File: src/rtl/mips_pkg.sv
// Shared MIPS syscall definitions: service codes and syscall-unit state encoding.
package mips_pkg;

  localparam logic [31:0] SYS_PRINT_INT  = 32'd1;
  localparam logic [31:0] SYS_EXIT       = 32'd10;
  localparam logic [31:0] SYS_PRINT_CHAR = 32'd11;
  localparam logic [31:0] SYS_PRINT_HEX  = 32'd34;

  typedef enum logic [2:0] {
    IDLE,
    SHOW,
    HALT,
    CHAR,
    ACK
  } sys_state_t;

endpackage

File: src/rtl/sys_hold_timer.sv
// Loadable down-counter that times how long a displayed syscall argument stays visible.
module sys_hold_timer #(
  parameter int unsigned HOLD_CYCLES = 50_000_000
) (
  input  logic clk,
  input  logic rst,
  input  logic load,
  input  logic dec,
  output logic zero
);

  // HOLD_CYCLES of 0 would give a zero-width counter, so keep at least one bit.
  localparam int unsigned W = (HOLD_CYCLES > 0) ? $clog2(HOLD_CYCLES + 1) : 1;
  localparam logic [W-1:0] HOLD_VAL = W'(HOLD_CYCLES);

  logic [W-1:0] timer_q, timer_d;

  always_comb begin
    timer_d = timer_q;
    if (load) begin
      timer_d = HOLD_VAL;
    end else if (dec && (timer_q != '0)) begin
      timer_d = timer_q - W'(1);
    end
  end

  always_ff @(posedge clk or posedge rst) begin
    if (rst) begin
      timer_q <= '0;
    end else begin
      timer_q <= timer_d;
    end
  end

  assign zero = (timer_q == '0);

endmodule

File: src/rtl/syscall_service_unit.sv
// Syscall responder: stalls the pipeline, services display/halt/no-op calls, then pulses sys_ack.
// Optional feature: define SYSCALL_CHAR_EN to enable the v0==11 scrolling character display.
module syscall_service_unit
  import mips_pkg::*;
#(
  parameter int unsigned HOLD_CYCLES = 50_000_000,
  parameter int unsigned CNT_W       = 16
) (
  input  logic             clk,
  input  logic             rst,
  input  logic             sys_req,
  input  logic [31:0]      v0,
  input  logic [31:0]      a0,
  input  logic             go,
  output logic             stall,
  output logic             sys_ack,
  output logic             halted,
  output logic [31:0]      disp_data,
  output logic             disp_valid,
  output logic [CNT_W-1:0] sys_cnt
);

  sys_state_t       state_q, state_d;
  logic             go_q;
  logic [31:0]      disp_data_q, disp_data_d;
  logic [CNT_W-1:0] sys_cnt_q, sys_cnt_d;
  logic             timer_load, timer_zero, go_rise;

  assign go_rise = go & ~go_q;

  sys_hold_timer #(
    .HOLD_CYCLES(HOLD_CYCLES)
  ) u_hold_timer (
    .clk  (clk),
    .rst  (rst),
    .load (timer_load),
    .dec  (state_q == SHOW),
    .zero (timer_zero)
  );

  always_comb begin
    state_d     = state_q;
    disp_data_d = disp_data_q;
    sys_cnt_d   = sys_cnt_q;
    timer_load  = 1'b0;
    stall       = 1'b0;
    sys_ack     = 1'b0;
    halted      = 1'b0;
    disp_valid  = 1'b0;
    case (state_q)
      IDLE: begin
        // Same-cycle freeze; suppressed while reset is asserted so reset outputs read 0.
        stall = sys_req & ~rst;
        if (sys_req) begin
          case (v0)
            SYS_PRINT_INT, SYS_PRINT_HEX: begin
              state_d     = SHOW;
              disp_data_d = a0;
              timer_load  = 1'b1;
            end
            SYS_EXIT: state_d = HALT;
`ifdef SYSCALL_CHAR_EN
            SYS_PRINT_CHAR: begin
              state_d     = CHAR;
              disp_data_d = {disp_data_q[23:0], a0[7:0]};
            end
`endif
            default: state_d = ACK;
          endcase
        end
      end
      SHOW: begin
        stall      = 1'b1;
        disp_valid = 1'b1;
        if (timer_zero || go_rise) state_d = ACK;
      end
      HALT: begin
        stall  = 1'b1;
        halted = 1'b1;
        if (go_rise) state_d = ACK;
      end
      CHAR: begin
        stall      = 1'b1;
        disp_valid = 1'b1;
        state_d    = ACK;
      end
      ACK: begin
        sys_ack = 1'b1;
        if (~&sys_cnt_q) sys_cnt_d = sys_cnt_q + CNT_W'(1);
        state_d = IDLE;
      end
      default: state_d = IDLE;
    endcase
  end

  always_ff @(posedge clk or posedge rst) begin
    if (rst) begin
      state_q     <= IDLE;
      go_q        <= 1'b0;
      disp_data_q <= '0;
      sys_cnt_q   <= '0;
    end else begin
      state_q     <= state_d;
      go_q        <= go;
      disp_data_q <= disp_data_d;
      sys_cnt_q   <= sys_cnt_d;
    end
  end

  assign disp_data = disp_data_q;
  assign sys_cnt   = sys_cnt_q;

endmodule

File: config.mk
export PLATFORM = sky130hd
export DESIGN_NAME = syscall_service_unit
export DESIGN_NICKNAME = d
export VERILOG_FILES = /design/src/rtl/mips_pkg.sv /design/src/rtl/sys_hold_timer.sv /design/src/rtl/syscall_service_unit.sv
export SDC_FILE = /design/constraint.sdc
export NUM_CORES = 1
export LEC_CHECK = 0
export BUFFER_PORTS_ARGS = -buffer_cell sky130_fd_sc_hd__buf_2
export CAP_MARGIN = 20
export CORE_ASPECT_RATIO = 0.7
export CORE_UTILIZATION = 32
export DETAILED_ROUTE_END_ITERATION = 12
export GPL_ROUTABILITY_DRIVEN = 0
export PLACE_DENSITY = 0.65
export SYNTH_ARGS = -nofsm -noshare
export SYNTH_HDL_FRONTEND = slang
export SYNTH_SLANG_ARGS = --single-unit
File: constraint.sdc
create_clock -name clk -period 5.7 [get_ports clk]
set_clock_uncertainty 0.15 [all_clocks]
set_input_delay 0.57 -clock clk [delete_from_list [all_inputs] [get_ports clk]]
set_output_delay 0.57 -clock clk [all_outputs]
set_load 0.03 [all_outputs]
==> flow_summary.yaml, run 1 <==
synth:
  yosysWarnings: 0
  yosysMostFrequentCell: "nand2_1"
  netlist_instances: 392
  synth_seq_cells: 78
  synth_ff_type: "dfrtp_1"
  syn_nets: 462
  synth-edff-count: 0
  avgSynthCellArea_um2: 9.42
  ys_types: 46
  synth_top_area_share_pct: 52.8
  synth-async-reset-ratio_pct: 100
  synth_top_cell_by_area: "dfrtp_1"
  syn_area_um2: 3690
  ys_seq_area_share_pct: 52.8
  yosys-top-cells-area: "dfrtp_1 (53%), nand2_1 (11%), xor2_1 (3.6%)"
  ys_top_cells_by_count: "nand2_1 (109), dfrtp_1 (78), nor4_1 (18)"
power_and_ir_drop:
  clkPwrFrac_pct: 41.0
  p_sw_share_pct: 27.7
  cellPowerDensity_nw_per_um2: 271
  intPower_mw: 0.933
  p_seq_share_pct: 46.8
  p_leak_nw: 2.28
  comb_power_share_pct: 12.2
  ir_drop_v: 0.000163
  p_switching_mw: 0.358
die:
  dieHeight_um: 91.9
  ios: 120
  rows: 32
  fp.coreArea_um2: 11100
  dieArea_um2: 12000
  initial_core_util_pct: 33.2
  die_w_um: 130
cts:
  cts_resized: 0
  cts_root_buf: "clkbuf_16"
  insertion_delay_ns: 0.34
  cts_sinks: 78
  clock_path_buffers: 2
  postCtsSetupBuffers: 0
  postCtsHoldBufs: 0
  cts_tree: "yes"
  cts_inserted_buffers: 9
  htreeDepth: 3
  path_clk_slew_ns: 0.06
global_routing:
  groute.usage.overall_pct: 15.1
  grt_max_degree: 80
  grt_pass1_wl_um: 14100
  antenna_found_initial: 0
  grt_overflow_total: 0
  grt_pass1_vias: 3032
run:
  drv_cap: 0
detailed_routing:
  drt_wl_total_um: 8760
  drtPass1Iterations: 4
  wl_met1_um: 4230
  antenna_left: 0
  routed.top_layer: "met4"
  met2_wirelength_um: 3800
  wl_met3_um: 610
  drt_iter0_drc: 174
  route.detailed.drc: 0
  vias_per_cell: 4.80
  wire_per_inst_um: 13.1
  vias: 3217
timing:
  hold_viol: 0
  finalSetupViolations: 0
  worst_slack_ns: 2.92
  min_period_ns: 2.78
  setup_tns_ns: 0
  worstMarginPinSlew_ns: 0.823
  rsz0062_at_grt: "no"
  max_freq_ghz: 0.360
  slew_headroom_pct: 44.9
  drv_slew: 0
  post-route-period-util_pct: 48.8
critical_path:
  arrival_ns: 2.82
  startpoint_type: "register"
  cp.required_ns: 5.74
  crit_fanout: 11
  critPathKind: "reg -> reg"
  worstSetupEndpointType: "register"
placement:
  dp_slack_ns: 2.91
  port_buffers: 119
  hpwl_um: 6140
  placed_area_um2: 4460
final_layout:
  stdcell_area_um2: 4760
  fillers: 1134
  final_layout_size_suffix_gt1_share_pct: 29.0
  area_delta_synth_final_pct: 28.8
  finalNetCount: 582
  post-route-util_pct: 42.7
  diodes: 0
worst_hold_path:
  holdCritPathClass: "in -> async"
outcome:
  status: "finished, final reports clean"
==> placed cells by master, fill, tap and decap left out, drive strengths merged, types with 2 or more instances in the layout <==
master / instances
o211ai: 5
clkinv: 2
nor3: 14
xnor2: 13
nand4: 6
or3: 7
or2: 3
inv: 15
nor2b: 5
o2111ai: 3
nor2: 17
or4: 10
buf: 123
ha: 2
nor4: 18
and3: 2
mux2i: 2
clkbuf: 10
o31ai: 8
o21ai: 7
a21oi: 5
and2: 2
nand2: 109
and4: 2
clkinvlp: 2
nor4b: 2
a211oi: 2
xor2: 15
nand2b: 2
nand3: 16
a2111oi: 3
dfrtp: 78
==> state kept, by name, indices dropped and copies added, names as in the netlist <==
signal / count
disp_data: 32
u_hold_timer.timer_q: 26
sys_cnt: 16
state_q: 3
go_q: 1
==> power groups by stage <==
| stage | clock network (mW) | logic [mW] | registers [mW] |
|---|---|---|---|
| after floorplan | 0 | 0.0584 | 0.647 |
| after global placement | 0 | 0.153 | 0.612 |
| after detailed placement | 0 | 0.155 | 0.614 |
| after CTS | 0.548 | 0.157 | 0.604 |
| after global routing | 0.568 | 0.172 | 0.609 |
| final | 0.530 | 0.157 | 0.604 |
==> logic make-up (layout without fill, tap and decap cells) <==
kind of cell             count (synthesis)  after routing  synth area share (%)
XOR/XNOR                                28             28                  6.64
adder cells (fa/ha/maj)                  2              2                 0.677
buffers and inverters                   27            152                  2.95
multiplexers                             3              3                 0.847
AO/OA/AOI/OAI                           35             35                  6.84
AND/OR/NAND/NOR                        219            219                  29.2
flip-flops                              78             78                  52.8
==> per-stage QoR <==
stage	std cells	power [mW]	hold WS, ns
after floorplan	392	0.705	0.346
after global placement	653	0.765	0.297
after detailed placement	653	0.769	0.304
after CTS	669	1.31	0.199
after global routing	670	1.35	0.139
final	670	1.29	0.122
==> metal layers <==
metal	global-route usage, %	vias up
li1	-	1604
met1	20.7	1484
met2	23.4	117
met3	4.08	12
met4	4.31	0
met5	0	-
==> worst max-delay path: stages (launching register included) <==
cell and delay, ns:
dfrtp_1 0.40, inv_1 0.10, ha_1 0.17, nor4b_2 0.36, nand4bb_1 0.38, o211ai_1 0.78
or4_1 0.21, nand3_1 0.08
==> final timing paths <==
path | from | end | slack (ns) | cells after the start
setup / recovery | u_hold_timer.timer_q[0] | u_hold_timer.timer_q[19] | 2.92 | 7
hold / removal | rst | go_q | 0.12 | 3
setup reg to reg | u_hold_timer.timer_q[0] | u_hold_timer.timer_q[19] | 2.92 | 7
hold reg to reg | disp_data[6] | disp_data[6] | 0.31 | 2
max in group asynchronous | rst | u_hold_timer.timer_q[10] | 4.72 | 4
min in group clk | go | go_q | 0.21 | 1
==> cell type report <==
cell class,instances,area (um^2),area share (%)
tap,153,191,4.02
clock inverter,6,46.3,0.973
inverter,13,48.8,1.03
sequential,78,1950,41.0
timing repair buffer,123,646,13.6
multi-input combinational,287,1650,34.6
clock buffer,10,229,4.81
Power figures use the tool's default switching activity.
==> run 2, diff against run 1 <==
Settings changed: PLACE_DENSITY 0.65 to 0.67.
Clock period 5.7 ns to 2.5 ns, I/O delays scaled along.
==> run 2 against run 1 <==
Final area rose by 10%. Via count up 7.2%. Combinational power rose to 2.6 times the previous value. Maximum frequency grew 20%. Die area is the same. Utilization grew 4.4 points. Worst setup slack worse by 2.7 ns. Routed wire length up 6.7%. Final cell count up 7.0%. Global-route usage rose by 1.3 points. Critical endpoint is now u_hold_timer.timer_q[23]. Largest cell class unchanged.
==> flow_summary.yaml, run 2 (synthesis gave the netlist of run 1 again) <==
outcome:
  status: "finished, final reports clean"
cts:
  htreeDepth: 3
  cts_root_buf: "clkbuf_16"
  postCtsSetupBuffers: 0
  cts_tree: "yes"
  insertion_delay_ns: 0.33
  path_clk_slew_ns: 0.06
  cts_resized: 0
  cts_sinks: 78
  cts_inserted_buffers: 9
  clock_path_buffers: 2
critical_path:
  reg2reg_from: "u_hold_timer.timer_q[0]"
  r2r_slack_ns: 0.17
  crit_chain: "or4_1 > nor3_2 > o211ai_1 > buf_4 > or4_1 > nand3_1"
  worstRegToRegCells: 6
  r2r-end: "u_hold_timer.timer_q[23]"
  startpoint_type: "register"
  critPathKind: "reg -> reg"
  arrival_ns: 2.44
  cpMostUsedCell: "or4_1"
  worstSetupEndpointType: "register"
  cp.required_ns: 2.62
  cp_slowest_cell: "or4_1"
  crit_fanout: 10
  critical_path.max_stage_delay_ns: 0.59
final_layout:
  final_cell_mix: "buf_2 (119), nand2_1 (109), dfrtp_1 (78)"
  finalNetCount: 629
  area_delta_synth_final_pct: 42.0
  post-route-util_pct: 47.1
  largest_reg_flops: 32
  fillers: 1047
  layout_commonest_cell: "buf_2"
  stdcell_area_um2: 5250
  diodes: 0
  final_layout_size_suffix_gt1_share_pct: 28.9
die:
  ios: 120
  rows: 32
  dieArea_um2: 12000
  die_w_um: 130
  initial_core_util_pct: 33.2
  dieHeight_um: 91.9
  fp.coreArea_um2: 11100
worst_hold_path:
  holdCritPathClass: "in -> reg"
  min_path_cells: 3
  whs_endpoint: "state_q[1]"
  hold_path.startpoint: "v0[1]"
timing:
  hold_viol: 0
  worstMarginPinSlew_ns: 0.506
  min_period_ns: 2.33
  drv_slew: 0
  finalSetupViolations: 0
  setup_tns_ns: 0
  post-route-period-util_pct: 93.0
  max_freq_ghz: 0.430
  rsz0062_at_grt: "no"
  slew_headroom_pct: 65.4
power_and_ir_drop:
  ir_drop_v: 0.000370
  p_leak_nw: 2.51
  cellPowerDensity_nw_per_um2: 601
global_routing:
  antenna_found_initial: 0
  groute.usage.overall_pct: 16.5
  grt_pass1_vias: 3308
  grt_max_degree: 79
  grt_overflow_total: 0
  grt_pass1_wl_um: 15400
run:
  drv_cap: 0
detailed_routing:
  drt_iter0_drc: 166
  antenna_left: 0
  route.detailed.drc: 0
  drtPass1Iterations: 4
  vias: 3449
  wire_per_inst_um: 13.0
  drt_wl_total_um: 9350
  vias_per_cell: 4.81
placement:
  placed_area_um2: 4590
  hpwl_um: 6170
  port_buffers: 119
-- run 2: layout make-up --
type                            count  area (um^2)  area share [%]
Sequential cell                    78         1950            37.2
Multi-Input combinational cell    287         1650            31.4
Timing Repair Buffer              170         1090            20.8
Clock buffer                       10          229            4.37
Tap cell                          153          191            3.65
Clock inverter                      6         86.3            1.65
Inverter                           13         52.6            1.00
-- run 2: worst max path at each step --
stage / from / endpoint / depth (start not counted)
3_3_place_gp: u_hold_timer.timer_q[18] / u_hold_timer.timer_q[25] / 5
3_5_place_dp: u_hold_timer.timer_q[0] / u_hold_timer.timer_q[23] / 6
6_report: u_hold_timer.timer_q[0] / u_hold_timer.timer_q[23] / 6
4_1_cts: u_hold_timer.timer_q[0] / u_hold_timer.timer_q[23] / 6
2_1_floorplan: sys_cnt[0] / sys_cnt[1] / 5
5_1_grt: u_hold_timer.timer_q[18] / state_q[2] / 6
-- run 2: repair_timing --
action | 4_1_cts | 5_1_grt
setup endpoints to repair | 0 | 0
hold buffers | 34 | 0
hold endpoints to repair | 111 | 0
-- run 2: layer usage --
layer | vias to the layer above | part of all wire [%] | track usage, %
li1 | 1691 | - | -
met1 | 1616 | 48 | 21.8
met2 | 129 | 45 | 25.5
met3 | 13 | 5.9 | 4.67
met4 | 0 | 1.7 | 6.13
met5 | - | 0 | 0
-- run 2: critical path: cells and delay by family (launching register included) --
kind	cells	cell delay, ns
AOI/OAI and AO/OA	1	0.17
buffers and inverters	1	0.20
DFF	1	0.39
and+or+nand+nor	4	1.35
-- run 2: where the power goes --
part           switching [mW]  total [mW]  internal [mW]  leakage [nW]
Clock                   0.499        1.37          0.872         0.152
Combinational           0.232       0.406          0.173          1.40
Sequential             0.0621        1.38           1.31         0.948
Total                   0.793        3.15           2.36          2.51
-- run 2: metrics by stage --
stage | setup slack, ns | cells | power, mW | hold WS [ns]
6_report | 0.175 | 717 | 3.15 | 0.131
5_1_grt | 0.0178 | 717 | 3.31 | 0.124
4_1_cts | 0.186 | 717 | 3.20 | 0.114
3_5_place_dp | 0.217 | 667 | 1.77 | 0.229
3_3_place_gp | 0.248 | 667 | 1.75 | 0.225
2_1_floorplan | 0.103 | 392 | 1.61 | 0.131
==> run 3, diff against run 2 <==
Settings changed: CTS_BUF_LIST set to sky130_fd_sc_hd__clkbuf_8.
==> run 3 against run 2 <==
Sequential cell count stayed put. Non-clock buffer count stayed put. Sequential power hardly changed. Final cell count stayed put. Combinational power hardly changed. Clock power is 26% lower. Via count is 1.0% lower. Hold slack worse by 0.026 ns. First-iteration DRC count is 3.6% lower. Die area stayed put. Worst setup slack better by 0.0043 ns. Register-to-register slack hardly changed. Critical path type unchanged. Critical endpoint unchanged.
==> flow_summary.yaml, run 3 (synthesis gave the netlist of run 1 again) <==
critical_path:
  cpMostUsedCell: "or4_1"
  crit_fanout: 10
  worstSetupEndpointType: "register"
  critical_path.top_delay_family: "simple AND/OR/NAND/NOR gates"
  cp.required_ns: 2.63
  startpoint_type: "register"
  reg2reg_from: "u_hold_timer.timer_q[0]"
  critical_path.max_stage_delay_ns: 0.59
  arrival_ns: 2.45
  startpoint: "u_hold_timer.timer_q[0]"
  cp_slowest_cell: "or4_1"
  cp_num_buf_inv: 1
  critPathKind: "reg -> reg"
  crit_chain: "or4_1 > nor3_2 > o211ai_1 > buf_4 > or4_1 > nand3_1"
timing:
  setup_tns_ns: 0
  finalSetupViolations: 0
  worstMarginPinSlew_ns: 0.501
  slew_headroom_pct: 65.7
  min_period_ns: 2.32
  post-route-period-util_pct: 92.8
  hold_viol: 0
  rsz0062_at_grt: "no"
  worst_slack_ns: 0.179
  drv_slew: 0
  max_freq_ghz: 0.431
detailed_routing:
  route.detailed.drc: 0
  drtPass1Iterations: 6
  drt_iter0_drc: 160
  vias: 3414
  wire_per_inst_um: 13.0
  vias_per_cell: 4.76
  antenna_left: 0
  drt_wl_total_um: 9300
global_routing:
  grt_pass1_wl_um: 15300
  grt_max_degree: 79
  grt_pass1_vias: 3289
  antenna_found_initial: 0
  groute.usage.overall_pct: 16.3
  grt_overflow_total: 0
final_layout:
  final_cell_mix: "buf_2 (119), nand2_1 (109), dfrtp_1 (78)"
  stdcell_area_um2: 5140
  finalNetCount: 629
  final_layout_size_suffix_gt1_share_pct: 28.9
  stdcell_count: 717
  largest_reg_flops: 32
  area_delta_synth_final_pct: 39.3
  layout_commonest_cell: "buf_2"
  post-route-util_pct: 46.2
  diodes: 0
  fillers: 1050
power_and_ir_drop:
  ir_drop_v: 0.000271
  cellPowerDensity_nw_per_um2: 543
  p_leak_nw: 2.46
placement:
  port_buffers: 119
  hpwl_um: 6170
  dp_slack_ns: 0.217
  placed_area_um2: 4590
  place_inst: 667
die:
  initial_core_util_pct: 33.2
  dieArea_um2: 12000
  fp.coreArea_um2: 11100
  ios: 120
  rows: 32
  die_w_um: 130
  dieHeight_um: 91.9
outcome:
  status: "finished, final reports clean"
cts:
  cts_sinks: 78
  cts_resized: 0
  cts_inserted_buffers: 9
  insertion_delay_ns: 0.34
  cts_root_buf: "clkbuf_8"
  clock_path_buffers: 2
  path_clk_slew_ns: 0.08
  htreeDepth: 3
  cts_tree: "yes"
run:
  drv_cap: 0
worst_hold_path:
  holdCritPathClass: "in -> reg"
  hold_path.startpoint: "v0[1]"
run 3: cell types whose count changed in the layout (fill, tap and decap cells not counted), sizes merged:
cell	change
inv	+1
clkbuf	-1
run 3: worst paths after layout:
kind	to	slack (ns)	depth (start not counted)
min in group asynchronous	sys_cnt[8]	0.47	4
max in group asynchronous	disp_data[1]	1.42	4
min reg2reg	disp_data[7]	0.32	2
min	state_q[1]	0.11	3
max	u_hold_timer.timer_q[23]	0.18	6
max reg2reg	u_hold_timer.timer_q[23]	0.18	6
run 3: per-stage QoR:
step / total power [mW] / hold WS, ns
global placement: 1.75 / 0.225
finish: 2.79 / 0.105
floorplan: 1.61 / 0.131
CTS: 2.83 / 0.0928
global route: 2.94 / 0.0988
detailed placement: 1.77 / 0.229
run 3: report_power, final:
group	switching, mW	internal [mW]
logic	0.233	0.174
clock network	0.456	0.557
registers	0.0613	1.31
total	0.750	2.04
run 3: metal layers:
layer | wire, um | share of wire [%] | global-route usage, % | vias up
met5 | 0 | 0 | 0 | -
met2 | 4190 | 45 | 25.1 | 133
met4 | 144 | 1.5 | 5.84 | 0
met1 | 4330 | 47 | 22.0 | 1577
met3 | 634 | 6.8 | 4.14 | 13
li1 | - | - | - | 1691
run 3: repair_timing:
action	in CTS	in global routing
endpoints found under the hold margin	111	0
hold buffers	34	0
setup buffers	0	0
run 3: worst reg2reg max path, cell delays in order, from the launching register on:
cell	delay, ns
dfrtp_1	0.40
or4_1	0.59
nor3_2	0.25
o211ai_1	0.16
buf_4	0.19
or4_1	0.41
nand3_1	0.10
run 3: layout make-up:
cell class | count | area [um^2] | area share [%]
Clock buffer | 9 | 124 | 2.41
Timing Repair Buffer | 170 | 1090 | 21.2
Clock inverter | 7 | 90.1 | 1.75
Tap cell | 153 | 191 | 3.72
Sequential cell | 78 | 1950 | 37.9
Multi-Input combinational cell | 287 | 1650 | 32.0
Inverter | 13 | 52.6 | 1.02
